`config.mk`:
```
export PLATFORM = sky130hd
export DESIGN_NAME = comp_mult_arbiter
export DESIGN_NICKNAME = d
export VERILOG_FILES = /design/src/rtl/comp_mult_arbiter.sv
export SDC_FILE = /design/constraint.sdc
export NUM_CORES = 1
export LEC_CHECK = 0
export CELL_PAD_IN_SITES_DETAIL_PLACEMENT = 0
export CELL_PAD_IN_SITES_GLOBAL_PLACEMENT = 1
export CORE_MARGIN = 1
export CORE_UTILIZATION = 21
export CTS_BUF_LIST = sky130_fd_sc_hd__clkbuf_4
export DETAILED_ROUTE_END_ITERATION = 10
export PLACE_DENSITY_LB_ADDON = 0.1
export SLEW_MARGIN = 20
export SYNTH_ARGS = -nofsm -noshare
export SYNTH_HDL_FRONTEND = slang
export SYNTH_SLANG_ARGS = --single-unit
```
`constraint.sdc`:
```
create_clock -name clk -period 6.8 [get_ports clk]
set_clock_uncertainty 0.2 [all_clocks]
set_input_delay 1.36 -clock clk [delete_from_list [all_inputs] [get_ports clk]]
set_output_delay 1.36 -clock clk [all_outputs]
set_load 0.005 [all_outputs]
```
`src/rtl/comp_mult_arbiter.sv`:
```
// Round-robin arbiter sharing one comp_mult_wrapper among NO_REQ requesters.
// Issue order is kept in a tag FIFO so each in-order result goes back to its owner.
module comp_mult_arbiter #(
  parameter int unsigned DWIDTH    = 8,
  parameter int unsigned NO_REQ    = 4,
  parameter int unsigned RES_W     = 2*DWIDTH+1,
  parameter int unsigned MAX_OUTST = 4
) (
  input  logic                         clk,
  input  logic                         rst_n,
  input  logic                         sw_rst,
  input  logic [NO_REQ-1:0]            req_val,
  output logic [NO_REQ-1:0]            req_rdy,
  input  logic [NO_REQ*4*DWIDTH-1:0]   req_data,
  output logic [NO_REQ-1:0]            rsp_val,
  input  logic [NO_REQ-1:0]            rsp_rdy,
  output logic [2*RES_W-1:0]           rsp_data,
  output logic                         m_op_val,
  input  logic                         m_op_rdy,
  output logic [4*DWIDTH-1:0]          m_op_data,
  input  logic                         m_res_val,
  output logic                         m_res_rdy,
  input  logic [2*RES_W-1:0]           m_res_data,
  output logic [$clog2(MAX_OUTST):0]   outst_cnt,
  output logic                         err_unexp
);

  localparam int unsigned OPW = 4*DWIDTH;
  localparam int unsigned TW  = (NO_REQ > 1) ? $clog2(NO_REQ) : 1;
  localparam int unsigned PW  = $clog2(MAX_OUTST);
  localparam int unsigned CW  = PW + 1;

  typedef enum logic {UNLOCKED = 1'b0, LOCKED = 1'b1} lock_e;

  lock_e          r_lock_st;
  logic [TW-1:0]  r_lock_idx;
  logic [TW-1:0]  r_rr_ptr;
  logic [PW-1:0]  r_wr_ptr;
  logic [PW-1:0]  r_rd_ptr;
  logic [CW-1:0]  r_cnt;
  logic           r_err;
  logic [TW-1:0]  r_tags [MAX_OUTST];

  logic           w_run;
  logic [TW-1:0]  w_rr_idx;
  logic [TW-1:0]  w_cand;
  logic [TW-1:0]  w_grant;
  logic [TW-1:0]  w_head;
  logic           w_full;
  logic           w_empty;
  logic           w_op_val;
  logic           w_push;
  logic           w_res_rdy;
  logic           w_pop;

  // Outputs are forced low while either reset is active.
  assign w_run = rst_n & ~sw_rst;

  // Round-robin search: scan offsets high to low so the smallest offset from rr_ptr wins.
  always_comb begin
    w_rr_idx = '0;
    w_cand   = '0;
    for (int k = int'(NO_REQ) - 1; k >= 0; k--) begin
      w_cand = TW'((int'(r_rr_ptr) + k) % int'(NO_REQ));
      if (req_val[w_cand]) begin
        w_rr_idx = w_cand;
      end
    end
  end

  assign w_grant   = (r_lock_st == LOCKED) ? r_lock_idx : w_rr_idx;
  assign w_full    = (r_cnt == CW'(MAX_OUTST));
  assign w_empty   = (r_cnt == '0);
  assign w_op_val  = w_run & (|req_val) & ~w_full;
  assign w_push    = w_op_val & m_op_rdy;
  assign w_head    = r_tags[r_rd_ptr];
  assign w_res_rdy = w_run & ~w_empty & rsp_rdy[w_head];
  assign w_pop     = m_res_val & w_res_rdy;

  assign m_op_val  = w_op_val;
  assign m_op_data = w_op_val ? req_data[OPW*int'(w_grant) +: OPW] : '0;
  assign m_res_rdy = w_res_rdy;
  assign rsp_data  = w_run ? m_res_data : '0;
  assign outst_cnt = w_run ? r_cnt : '0;
  assign err_unexp = w_run & r_err;

  // One-hot handshake and response-valid decode.
  always_comb begin
    req_rdy = '0;
    rsp_val = '0;
    if (w_push) begin
      req_rdy[w_grant] = 1'b1;
    end
    if (w_run && m_res_val && !w_empty) begin
      rsp_val[w_head] = 1'b1;
    end
  end

  // Grant lock, rr pointer, tag FIFO and error flag.
  always_ff @(posedge clk or negedge rst_n) begin
    if (!rst_n) begin
      r_lock_st  <= UNLOCKED;
      r_lock_idx <= '0;
      r_rr_ptr   <= '0;
      r_wr_ptr   <= '0;
      r_rd_ptr   <= '0;
      r_cnt      <= '0;
      r_err      <= 1'b0;
      for (int i = 0; i < int'(MAX_OUTST); i++) r_tags[i] <= '0;
    end else if (sw_rst) begin
      r_lock_st  <= UNLOCKED;
      r_lock_idx <= '0;
      r_rr_ptr   <= '0;
      r_wr_ptr   <= '0;
      r_rd_ptr   <= '0;
      r_cnt      <= '0;
      r_err      <= 1'b0;
    end else begin
      case (r_lock_st)
        UNLOCKED: begin
          if (w_op_val && !m_op_rdy) begin
            r_lock_st  <= LOCKED;
            r_lock_idx <= w_grant;
          end
        end
        LOCKED: begin
          if (w_push) r_lock_st <= UNLOCKED;
        end
        default: r_lock_st <= UNLOCKED;
      endcase

      if (w_push) begin
        r_tags[r_wr_ptr] <= w_grant;
        r_wr_ptr         <= r_wr_ptr + PW'(1);
        r_rr_ptr         <= (w_grant == TW'(NO_REQ - 1)) ? '0 : w_grant + TW'(1);
      end
      if (w_pop) begin
        r_rd_ptr <= r_rd_ptr + PW'(1);
      end
      case ({w_push, w_pop})
        2'b10:   r_cnt <= r_cnt + CW'(1);
        2'b01:   r_cnt <= r_cnt - CW'(1);
        default: r_cnt <= r_cnt;
      endcase

      if (m_res_val && w_empty) begin
        r_err <= 1'b1;
      end
    end
  end

endmodule

```
# After elaboration in Yosys (flattened, before gate mapping)
# Cells that the tools add are included.
[word_totals]
out_inout_bits = 80
word_cells = 116
regBits = 21
[classes]
n_eq_ne = 5
n_bitwise = 14
mux = 48
n_shift = 1
add_sub_neg = 8
n_reduce_logical = 18
magnitude_cmp = 11
[op_table]
columns = ["cell", "count"]
rows = [
  ["$shiftx 128x8->32", 1],
  ["$mux 2", 18],
  ["$mux 34", 1],
  ["$mux 32", 1],
  ["$lt 2x3->1 const B", 6],
  ["$mux 1", 12],
  ["$bmux 1 s2", 5],
  ["$add 2x1->2 const B", 4],
  ["$and 1x1->1", 8],
  ["$bwmux 8", 1],
  ["$mux 4", 2],
  ["$reduce_bool 2->1", 4],
  ["$logic_and 1x1->1", 7],
  ["$ge 3x3->1 const B", 2],
  ["$mux 3", 2],
  ["$not 2->3", 2],
  ["$pmux 3 s2", 1],
  ["$add 2x2->2 const B", 2],
  ["$bmux 2 s2", 1],
  ["$demux 1 s2", 2],
  ["$demux 2 s2", 1],
  ["$eq 2x2->1 const B", 2],
  ["$ge 2x1->1 const B", 2],
  ["$not 1->1", 4],
  ["12 further kinds", 14],
]

# Depth between registers and ports, before layout
# Gate-level depths: netlist (run 1).
[depth]
word_depth = 13
ltp_mapped = 12

# Worst setup path before layout (run 1)
# OpenSTA, ideal clock, no wires.
[synth_path]
path_type = "in2out"
from = "in req_val[3]"
to = "out req_rdy[2]"
stages = 9
slack_ps = 2272
arrival_ps = 2968
required_ps = 5240
cell_sequence = "inv_1 -> a221oi_1 -> o22ai_1 -> o21ai_1 -> buf_2 -> buf_2 -> inv_1 -> ha_1 -> and3_1"
[synth_via]
elab_chain_cells = 12
[synth_rtl]
columns = ["item", "line", "text"]
rows = [
  ["from (decl)", "12", "input logic [NO_REQ-1:0] req_val,"],
  ["$bmux 1 s2", "65", "if (req_val[w_cand]) begin"],
  ["$mux 1 (not written as such)", "65", ""],
  ["$mux 2 (3 in series)", "65", ""],
  ["$mux 2 *", "65", ""],
  ["$mux 2 *", "71", "assign w_grant = (r_lock_st == LOCKED) ? r_lock_idx : w_rr_idx;"],
  ["via w_grant[0]", "47", "logic [TW-1:0] w_grant;"],
  ["$lt 2x3->1 (not written as such) / $ge 2x1->1 (equally long branches)", "92", "req_rdy[w_grant] = 1'b1;"],
  ["$logic_and 1x1->1 (not written as such)", "92", ""],
  ["$mux 1 (not written as such)", "92", ""],
  ["$demux 1 s2 *", "92", ""],
  ["$mux 4 *", "91", "if (w_push) begin"],
  ["to (decl)", "13", "output logic [NO_REQ-1:0] req_rdy,"],
]
# The timed path passes the listed nets; every way through them passes the cells marked *. The select of a mux whose other input is x is not followed.

# Final worst setup path (run 1)
[layout_path]
from = "in req_val[3]"
to = "out m_op_data[31]"
[layout_via]
elab_chain_cells = 9
[layout_rtl]
columns = ["item", "line", "text"]
rows = [
  ["$bmux 1 s2", "65", ""],
  ["$mux 1 (not written as such)", "65", ""],
  ["$mux 2 (4 in series)", "65", ""],
  ["$mux 2", "71", ""],
  ["$shiftx 128x8->32", "81", "assign m_op_data = w_op_val ? req_data[OPW*int'(w_grant) +: OPW] : '0;"],
  ["$mux 32 *", "81", ""],
  ["to (decl)", "20", "output logic [4*DWIDTH-1:0] m_op_data,"],
]
# Mark *: on every way between the ends. The rest lies on a longest branch, timed or not. The select of a mux whose other input is x is not followed.

==> results of run 1 <==
[power groups by stage]
stage / combinational [mW] / clock (mW) / sequential [mW]
6_report: 0.417 / 0.0656 / 0.165
5_1_grt: 0.456 / 0.0746 / 0.169
4_1_cts: 0.425 / 0.0678 / 0.166
3_5_place_dp: 0.423 / 0 / 0.168
3_3_place_gp: 0.416 / 0 / 0.167
2_1_floorplan: 0.210 / 0 / 0.162
[logic make-up after synthesis]
family,synth area share
AOI/OAI and AO/OA,0.159
xor gates and xnor gates,0.0107
muxes,0.301
adders and majority gates,0.0491
and+or+nand+nor,0.204
buffers and inverters,0.0604
DFF,0.215
[final cells by class]
cell class,instances,share of cell area
Timing Repair Buffer,261,0.503
Tap cell,143,0.0347
Sequential cell,21,0.102
Multi-Input combinational cell,233,0.346
Clock buffer,4,0.00582
Inverter,12,0.00873
[state kept, by name, summed over array words and instances, names as in the netlist]
name	flops
r_tags	8
r_lock_idx	2
r_cnt	3
r_rd_ptr	2
r_lock_st	1
r_rr_ptr	2
r_err	1
r_wr_ptr	2
[worst paths after layout]
path                              from       endpoint  slack [ns]  cells past startpoint
max                         req_val[3]  m_op_data[31]        1.17                      9
min                          r_tags[4]      r_tags[4]        0.29                      2
max reg2reg                r_rd_ptr[0]       r_cnt[2]        3.91                      8
max in group asynchronous        rst_n          r_err        4.98                      2
min in group asynchronous        rst_n       r_cnt[2]        1.19                      2
min reg2reg                  r_tags[4]      r_tags[4]        0.29                      2
[cell usage in the layout, fill, tap and decap left out, types with 2 or more instances in the layout]
cell type	count
sky130_fd_sc_hd__nor2_1	13
sky130_fd_sc_hd__clkbuf_4	4
sky130_fd_sc_hd__dfrtp_1	21
sky130_fd_sc_hd__o31ai_1	2
sky130_fd_sc_hd__and3_1	5
sky130_fd_sc_hd__xnor2_1	3
sky130_fd_sc_hd__and2_1	38
sky130_fd_sc_hd__a221oi_1	2
sky130_fd_sc_hd__a31o_2	2
sky130_fd_sc_hd__ha_1	8
sky130_fd_sc_hd__o21ai_0	11
sky130_fd_sc_hd__nor3_1	3
sky130_fd_sc_hd__mux4_2	2
sky130_fd_sc_hd__a21oi_1	4
sky130_fd_sc_hd__or3_1	2
sky130_fd_sc_hd__nand2_1	22
sky130_fd_sc_hd__inv_1	12
sky130_fd_sc_hd__buf_4	7
sky130_fd_sc_hd__clkdlybuf4s50_1	254
sky130_fd_sc_hd__mux2i_1	68
sky130_fd_sc_hd__o22ai_1	33
[metal layers]
metal	part of all wire	routed length (microns)	track usage	up-vias
met5	0	0	0	-
met4	0.012	125	0.0286	0
met3	0.13	1340	0.0605	10
met2	0.52	5420	0.310	167
met1	0.33	3450	0.148	1378
li1	-	-	-	1526
[through the flow]
step	hold slack (ns)	worst slack, ns
finish	0.291	1.17
CTS	0.297	1.16
global placement	0.259	1.22
detailed placement	0.270	1.17
global route	0.335	0.984
floorplan	0.245	2.27
[synthesized netlist by cell type (2+ instances only)]
cell type and instances:
sky130_fd_sc_hd__o31ai_1 2, sky130_fd_sc_hd__or3_1 2, sky130_fd_sc_hd__clkbuf_1 4, sky130_fd_sc_hd__a21oi_1 4, sky130_fd_sc_hd__buf_6 2, sky130_fd_sc_hd__mux2i_1 68, sky130_fd_sc_hd__and2_1 38, sky130_fd_sc_hd__buf_2 7
sky130_fd_sc_hd__nor3_1 3, sky130_fd_sc_hd__xnor2_1 3, sky130_fd_sc_hd__a221oi_1 2, sky130_fd_sc_hd__nor2_1 13, sky130_fd_sc_hd__dfrtp_1 21, sky130_fd_sc_hd__mux4_2 2, sky130_fd_sc_hd__inv_1 12, sky130_fd_sc_hd__nand2_1 22
sky130_fd_sc_hd__and3_1 5, sky130_fd_sc_hd__o21ai_0 11, sky130_fd_sc_hd__ha_1 8, sky130_fd_sc_hd__a31o_2 2, sky130_fd_sc_hd__buf_1 8, sky130_fd_sc_hd__o22ai_1 33
[worst register-to-register path: cells and delay by family (launching register included)]
| kind | cells | cell delay (ns) |
|---|---|---|
| adders and majority gates | 1 | 0.39 |
| DFF | 1 | 0.44 |
| AOI/OAI and AO/OA | 2 | 0.38 |
| muxes | 2 | 0.88 |
| and+or+nand+nor | 3 | 0.55 |
==> flow_results.org, run 1 <==
** Outcome
- The flow ran to the end, and the final reports show no timing, DRC or antenna violations.

** Detailed routing
- Post-DR vias/cell :: roughly 4.6
- Detailed routing inserted a total of just over 3000 vias.
- The first routing iteration left about 90 violations.
- In this run the remaining antenna-violating nets after routing total 0.
- For this block, the routed nets add up to 10300 microns of wire.
- The first detailed-routing pass took 4 iterations.
- Dividing the detail-routed wire length by the instance count gives ~15 microns.
- After detailed routing, the number of remaining DRC violations is 0.

** Layout
- Ratio of cells with drive above 1 in the final layout :: 0.0395
- Core occupancy in the finished layout :: 0.454
- 0 antenna diodes ended up in the layout.
- Once layout is complete, the cells apart from fillers number 674.
- Number of nets in the layout :: around 720
- Area delta synth->final :: 111%
- Filler cells :: between 1000 and 1500
- The multi-input combinational cells in the finished layout cover a total of around 1800 sq um.
- With fillers left out, the area of the finished cells amounts to between 5000 and 6000 sq um.
- Registers take ~530 sq um.

** Global routing
- Across every metal layer, demand over resource in global routing totals 0.155.
- Global-route wire length before repair :: roughly 14000 microns
- Number of antenna violations at the first check in global routing :: 0
- Global routing finished with a remaining overflow of 0.
- Number of global-route vias before repair :: slightly below 3000
- Pin count of the biggest net entering global routing :: 43

** Timing
- In the finished design, the share of the clock period the worst path needs comes to 0.827.
- Number of failing setup endpoints in the final timing report :: 0
- Number of hold-slack violations in the final timing report :: 0
- Max transition margin :: 0.550
- Fmax :: roughly 0.18 GHz
- The total count of max-transition violations in the final report was 0.
- Setup repair after global routing left no endpoint under its margin.
- For the pin with the worst max-slew slack, the measured transition is approximately 0.67 ns.
- Time the worst path needs with I/O delays and setup :: approximately 5.6 ns
- For the final routed database, the setup TNS stands at 0 ns.

** Power and ir drop
- Internal Pwr Total :: ~0.43 mW
- IR analysis of the VDD net gives a maximum drop of 0.0000597 V.
- Part of the power in the clock network :: 0.101
- Sw Share :: 0.343
- Total power after layout :: ~0.65 mW
- Power density of the placed cells :: between 100 and 150 nW/um^2
- Net switching power :: between 0.2 and 0.25 mW
- Of the total power, combinational logic draws 0.643.
- The analysis attributes to cell leakage a power of roughly 2.0 nW.
- Sequential power share :: 0.255

** Setup path
- Of all nets on the critical path, the largest fanout is 42.
- For this run, the slowest stage of the critical path takes around 0.57 ns.
- The worst setup path is captured at an output port.
- STA puts the critical path data required time at 5.24 ns.
- The signal on the critical path passes through clkdlybuf4s50_1 > inv_1 > a221oi_1 > o22ai_1 > o21ai_4 > buf_4 > mux2i_1 > o22ai_1 > clkdlybuf4s50_1.
- Startpoint Class :: input port
- Setup Crit Path Kind :: in -> out
- Crit path buffers/inverters :: 4
- For this design, the slowest cell found on the critical path is sky130_fd_sc_hd__buf_4.
- Critical Path AT :: ~4.1 ns
- On the critical path the largest part of the delay comes from buffers and inverters.

** Yosys
- The netlist uses 37 different library cells.
- During synthesis, Yosys emitted a total of 0 warnings.
- Number of nets produced by synthesis :: 471
- After synthesis, the share of flip-flops with an asynchronous set or reset is 1.00.
- Share of the synthesized area in the top cell type :: 0.278
- Share of synthesized area occupied by flip-flops and latches :: 0.215
- The synthesized design contains 21 register bits.
- Among all flip-flop cells after synthesis, the most frequent one is sky130_fd_sc_hd__dfrtp_1.
- Each instance of the synthesized netlist takes up on average roughly 8.5 sq um.
- Mapped Area :: ~2400 sq um
- Area leader, netlist :: sky130_fd_sc_hd__mux2i_1
- The synthesized design contains 0 enable-type register cells.
- By area the synthesized netlist is led by sky130_fd_sc_hd__mux2i_1, sky130_fd_sc_hd__dfrtp_1, sky130_fd_sc_hd__and2_1.
- Cell count after synthesis :: about 290

** Clock network
- The number of clock buffers added by TritonCTS is 3.
- The later pin in the worst-skew pair is clocked with a latency of approximately 0.30 ns.
- The root buffer cell chosen for the clock tree is sky130_fd_sc_hd__clkbuf_4.
- For this design, the CTS-stage hold fixing added 0 buffers.
- Number of sinks on the clock net :: 21
- TritonCTS built the clock tree.
- In this run the post-CTS setup repair buffer count came out at 0.
- The clock passes through at most 2 buffers.
- CTS built an H-tree with a depth of 1.
- Once the clock tree was built, the resizer swapped 0 gates to a different size.
- After clock tree synthesis, the clock-pin slew on the worst setup and hold paths is approximately 0.11 ns.

** Floorplanning
- Core footprint :: roughly 11000 sq um
- For this configuration, the core starts out at a cell density of 0.215.
- The initialized floorplan defines 39 standard-cell rows.
- The die is roughly 110 microns wide.
- Die extent in y :: between 100 and 150 microns
- I/O pins :: 255
- The floorplan step defined a die boundary enclosing 12100 sq um.

** Placement
- In this run the cell area measured after placement is approximately 5100 sq um.
- After detailed placement, the design holds a cell count of 670.
- The wire-length estimate of the detail-placed layout is just under 9000 microns.
- Port-buffer cells :: 254
- RD Place Congestion :: ~0.73

** Run
- Reported max-cap violation count :: 0

** Min path
- The worst hold path belongs to the class reg -> reg.
No activity file was read; power rests on OpenSTA's default activity.
==> run 2, diff against run 1 <==
- CORE_UTILIZATION: 21 -> 19
- clock period: 6.8 -> 5.78 ns (I/O delays scaled with it)
==> run 2 against run 1 <==
Combinational power grew 18%. Design area increased by 0.95%. Hold slack better by 0.0051 ns. Global-route usage down 0.89 points. Utilization shrank 3.9 points. Clock power is 21% higher. Critical path type unchanged.
==> flow_results.org, run 2 (synthesis gave the netlist of run 1 again) <==
** Layout
- Leaving out fill and tap cells, the most frequent cell in the layout is sky130_fd_sc_hd__clkdlybuf4s50_1.
- Area taken by flip-flops and latches :: 526 sq um (unchanged)
- Ranked by flip-flop count, first place goes to r_tags.
- The flip-flop count of the largest register after layout was 8 (unchanged).
- The share of post-route cells with drive strength above 1 was 0.0395 (unchanged).
- The area of the multi-input gates was 1780 sq um (unchanged).
- Filler cells :: 1274 (+14%)
- Commonest cells after routing, fill and taps aside :: sky130_fd_sc_hd__clkdlybuf4s50_1, sky130_fd_sc_hd__mux2i_1, sky130_fd_sc_hd__and2_1, sky130_fd_sc_hd__o22ai_1, sky130_fd_sc_hd__nand2_1
- The largest registers in the layout are r_tags x8, r_cnt x3.
- Antenna Cells :: 0 (unchanged)
- Area delta synth->final :: 113%
- The net total in the final layout is 716 (unchanged).

** Timing
- Of the available clock period, the critical path in the final layout requires 0.886.
- Setup repair after global routing left no endpoint under its margin.
- The max-slew headroom at the worst pin is 0.697 (+0.147).
- Final-report max-slew violation count :: 0 (unchanged)
- Total negative setup slack :: 0 ns (unchanged)
- For this run, the top clock speed supported by timing is 0.195 GHz.
- Time the worst path needs with I/O delays and setup :: between 5 and 6 ns
- Number of hold-slack violations in the final timing report :: 0 (unchanged)
- The final setup violation count came to 0 (unchanged).
- Worst Max-Slew Pin Slew :: 0.454 ns (-0.220 ns)

** Detailed routing
- WL/cell :: 15.3 microns (-0.51%)
- The total detailed-routing wirelength was 10700 microns (+3.8%).
- The post-route antenna net violation count was 0 (unchanged).
- DRC violations left :: 0 (unchanged)
- Count of vias placed by the detailed router :: 3090 (+0.29%)
- First-iteration detailed-routing DRC count :: 84 (-5.6%)
- Post-DR vias/cell :: 4.40 (-3.8%)
- First-pass iteration count of the detailed router :: 5 (+1)

** Clock network
- Root buffer cell :: sky130_fd_sc_hd__clkbuf_4
- CTS tree :: yes
- Resized cells post-CTS :: 0 (unchanged)
- Worst-skew pair later-pin latency :: 0.32 ns (+0.02 ns)
- The clock-pin transition on the worst setup and hold timing paths came to 0.15 ns (+0.04 ns).
- The buffer depth of the longest clock path is 2 (unchanged).
- The number of clock sinks is 21 (unchanged).
- The number of setup buffers added after CTS was 0 (unchanged).
- The total clock buffers created by CTS came to 3 (unchanged).
- The number of buffers inserted by hold repair at cts is 0 (unchanged).
- The maximum level of the CTS H-tree is 1 (unchanged).

** Run
- The reported max-cap violation count is 0 (unchanged).

** Outcome
- The flow ran to the end, and the final reports show no timing, DRC or antenna violations.

** Floorplanning
- I/O pins :: 255 (unchanged)
- The number of placement rows came to 41 (+5.1%).
- Initial standard-cell utilization of the core :: 0.195 (-0.0205)
- The die span in y was 115 microns (+5.0%).
- The overall die area came to 13300 sq um (+10%).
- The die boundary width was 115 microns (+5.0%).
- The area of the core is 12600 sq um (+11%).

** Setup path
- The critical path's largest stage delay came to 0.52 ns (-0.05 ns).
- Series of cell instances along the critical path :: clkdlybuf4s50_1 > inv_1 > a221oi_1 > o22ai_1 > o21ai_4 > buf_12 > ha_1 > and3_1 > clkdlybuf4s50_1
- The length in cells of the worst reg-to-reg path was 8 (unchanged).
- Crit path max-delay family :: buffers and inverters
- Startpoint Class :: input port
- The cell count along the critical path came to 9 (unchanged).
- Setup Crit Path Kind :: in -> out
- Among the stages of the critical path, the cell type that occurs most often is sky130_fd_sc_hd__clkdlybuf4s50_1.
- Required time at the worst-slack endpoint :: 4.42 ns (-0.82 ns)
- The worst setup path is captured at an output port.
- Slowest library cell on the worst path :: sky130_fd_sc_hd__clkdlybuf4s50_1
- The worst-path maximum fanout was 65 (+55%).
- Critical Path AT :: 3.77 ns (-0.30 ns)
- The buffering stage count on the worst path with inverters included is 4 (unchanged).

** Min path
- Classification of the worst-slack hold path :: reg -> reg
- The cell depth of the worst min-delay path was 2 (unchanged).

** Placement
- HPWL after DPL :: 8770 microns (+1.5%)
- The total of buffers placed on input and output ports was 254 (unchanged).
- RD Place Congestion :: 0.717 (-1.3%)

** Global routing
- The number of antenna violations at the first check in global routing is 0 (unchanged).
- The final global-route overflow total is 0 (unchanged).
- Pin count of the biggest net entering global routing :: 66 (+53%)
- The total routing usage reported by global routing came to 0.146 (-0.00886).
- Global-route wire length before repair :: 15000 microns (+3.8%)
- The number of global-route vias before repair came to 2907 (-2.4%).

** Power and ir drop
- Largest vdd supply drop :: 0.000106 V (+77%)
- The total power divided by cell area was 147 nW/um^2 (+17%).
- The sum of internal, switching and leakage power came to 0.767 mW (+18%).
- Leakage Power :: 2.02 nW (about the same)
## run 2: cell types whose count changed in the layout (fill, tap and decap cells not counted), sizes merged
cell      change
clkinvlp      +1
clkbuf        -1
## run 2: layout make-up
class / instances / area share
inverters: 12 / 0.00865
flip-flops and latches: 21 / 0.101
clock buffers: 3 / 0.00433
repair buffers: 261 / 0.501
clock inverters: 1 / 0.00144
well taps: 172 / 0.0413
multi-input cells: 233 / 0.342
## run 2: final timing paths
kind | to | from | slack, ns
min in group asynchronous | r_tags[0] | rst_n | 1.00
max | req_rdy[1] | req_val[3] | 0.66
min | r_tags[1] | r_tags[1] | 0.30
max reg2reg | r_cnt[2] | r_rd_ptr[0] | 2.90
max in group asynchronous | r_wr_ptr[0] | rst_n | 4.13
min reg2reg | r_tags[1] | r_tags[1] | 0.30
## run 2: routing by layer
layer  wire [microns]  part of all wire  track usage  vias to the layer above
met5                0                 0            0                        -
met4               36            0.0034       0.0234                        0
met3              990             0.092       0.0350                        2
met2             5560              0.52        0.277                      149
met1             4150              0.39        0.168                     1413
li1                 -                 -            -                     1526
## run 2: worst register-to-register path: stages (launching register included)
cell and delay (ns):
sky130_fd_sc_hd__dfrtp_1 0.45, sky130_fd_sc_hd__mux4_2 0.60, sky130_fd_sc_hd__mux2i_1 0.27, sky130_fd_sc_hd__o22a_4 0.23, sky130_fd_sc_hd__nor2_1 0.06, sky130_fd_sc_hd__fa_1 0.38
sky130_fd_sc_hd__and3_4 0.16, sky130_fd_sc_hd__or3_1 0.33, sky130_fd_sc_hd__a21oi_1 0.14
## run 2: where the power goes
group	internal [mW]	switching, mW	total (mW)
Clock	0.0264	0.0528	0.0792
Sequential	0.172	0.0224	0.194
Combinational	0.299	0.194	0.494
## run 2: metrics by stage
stage | setup WS (ns) | util | hold WS, ns | std cells | instance area [sq um]
floorplan | 1.66 | - | 0.245 | 287 | 2440
global placement | 0.693 | 0.412 | 0.259 | 699 | 5180
detailed placement | 0.667 | 0.412 | 0.268 | 699 | 5180
CTS | 0.650 | 0.414 | 0.300 | 703 | 5210
global route | 0.383 | 0.414 | 0.325 | 703 | 5210
finish | 0.659 | 0.414 | 0.296 | 703 | 5210
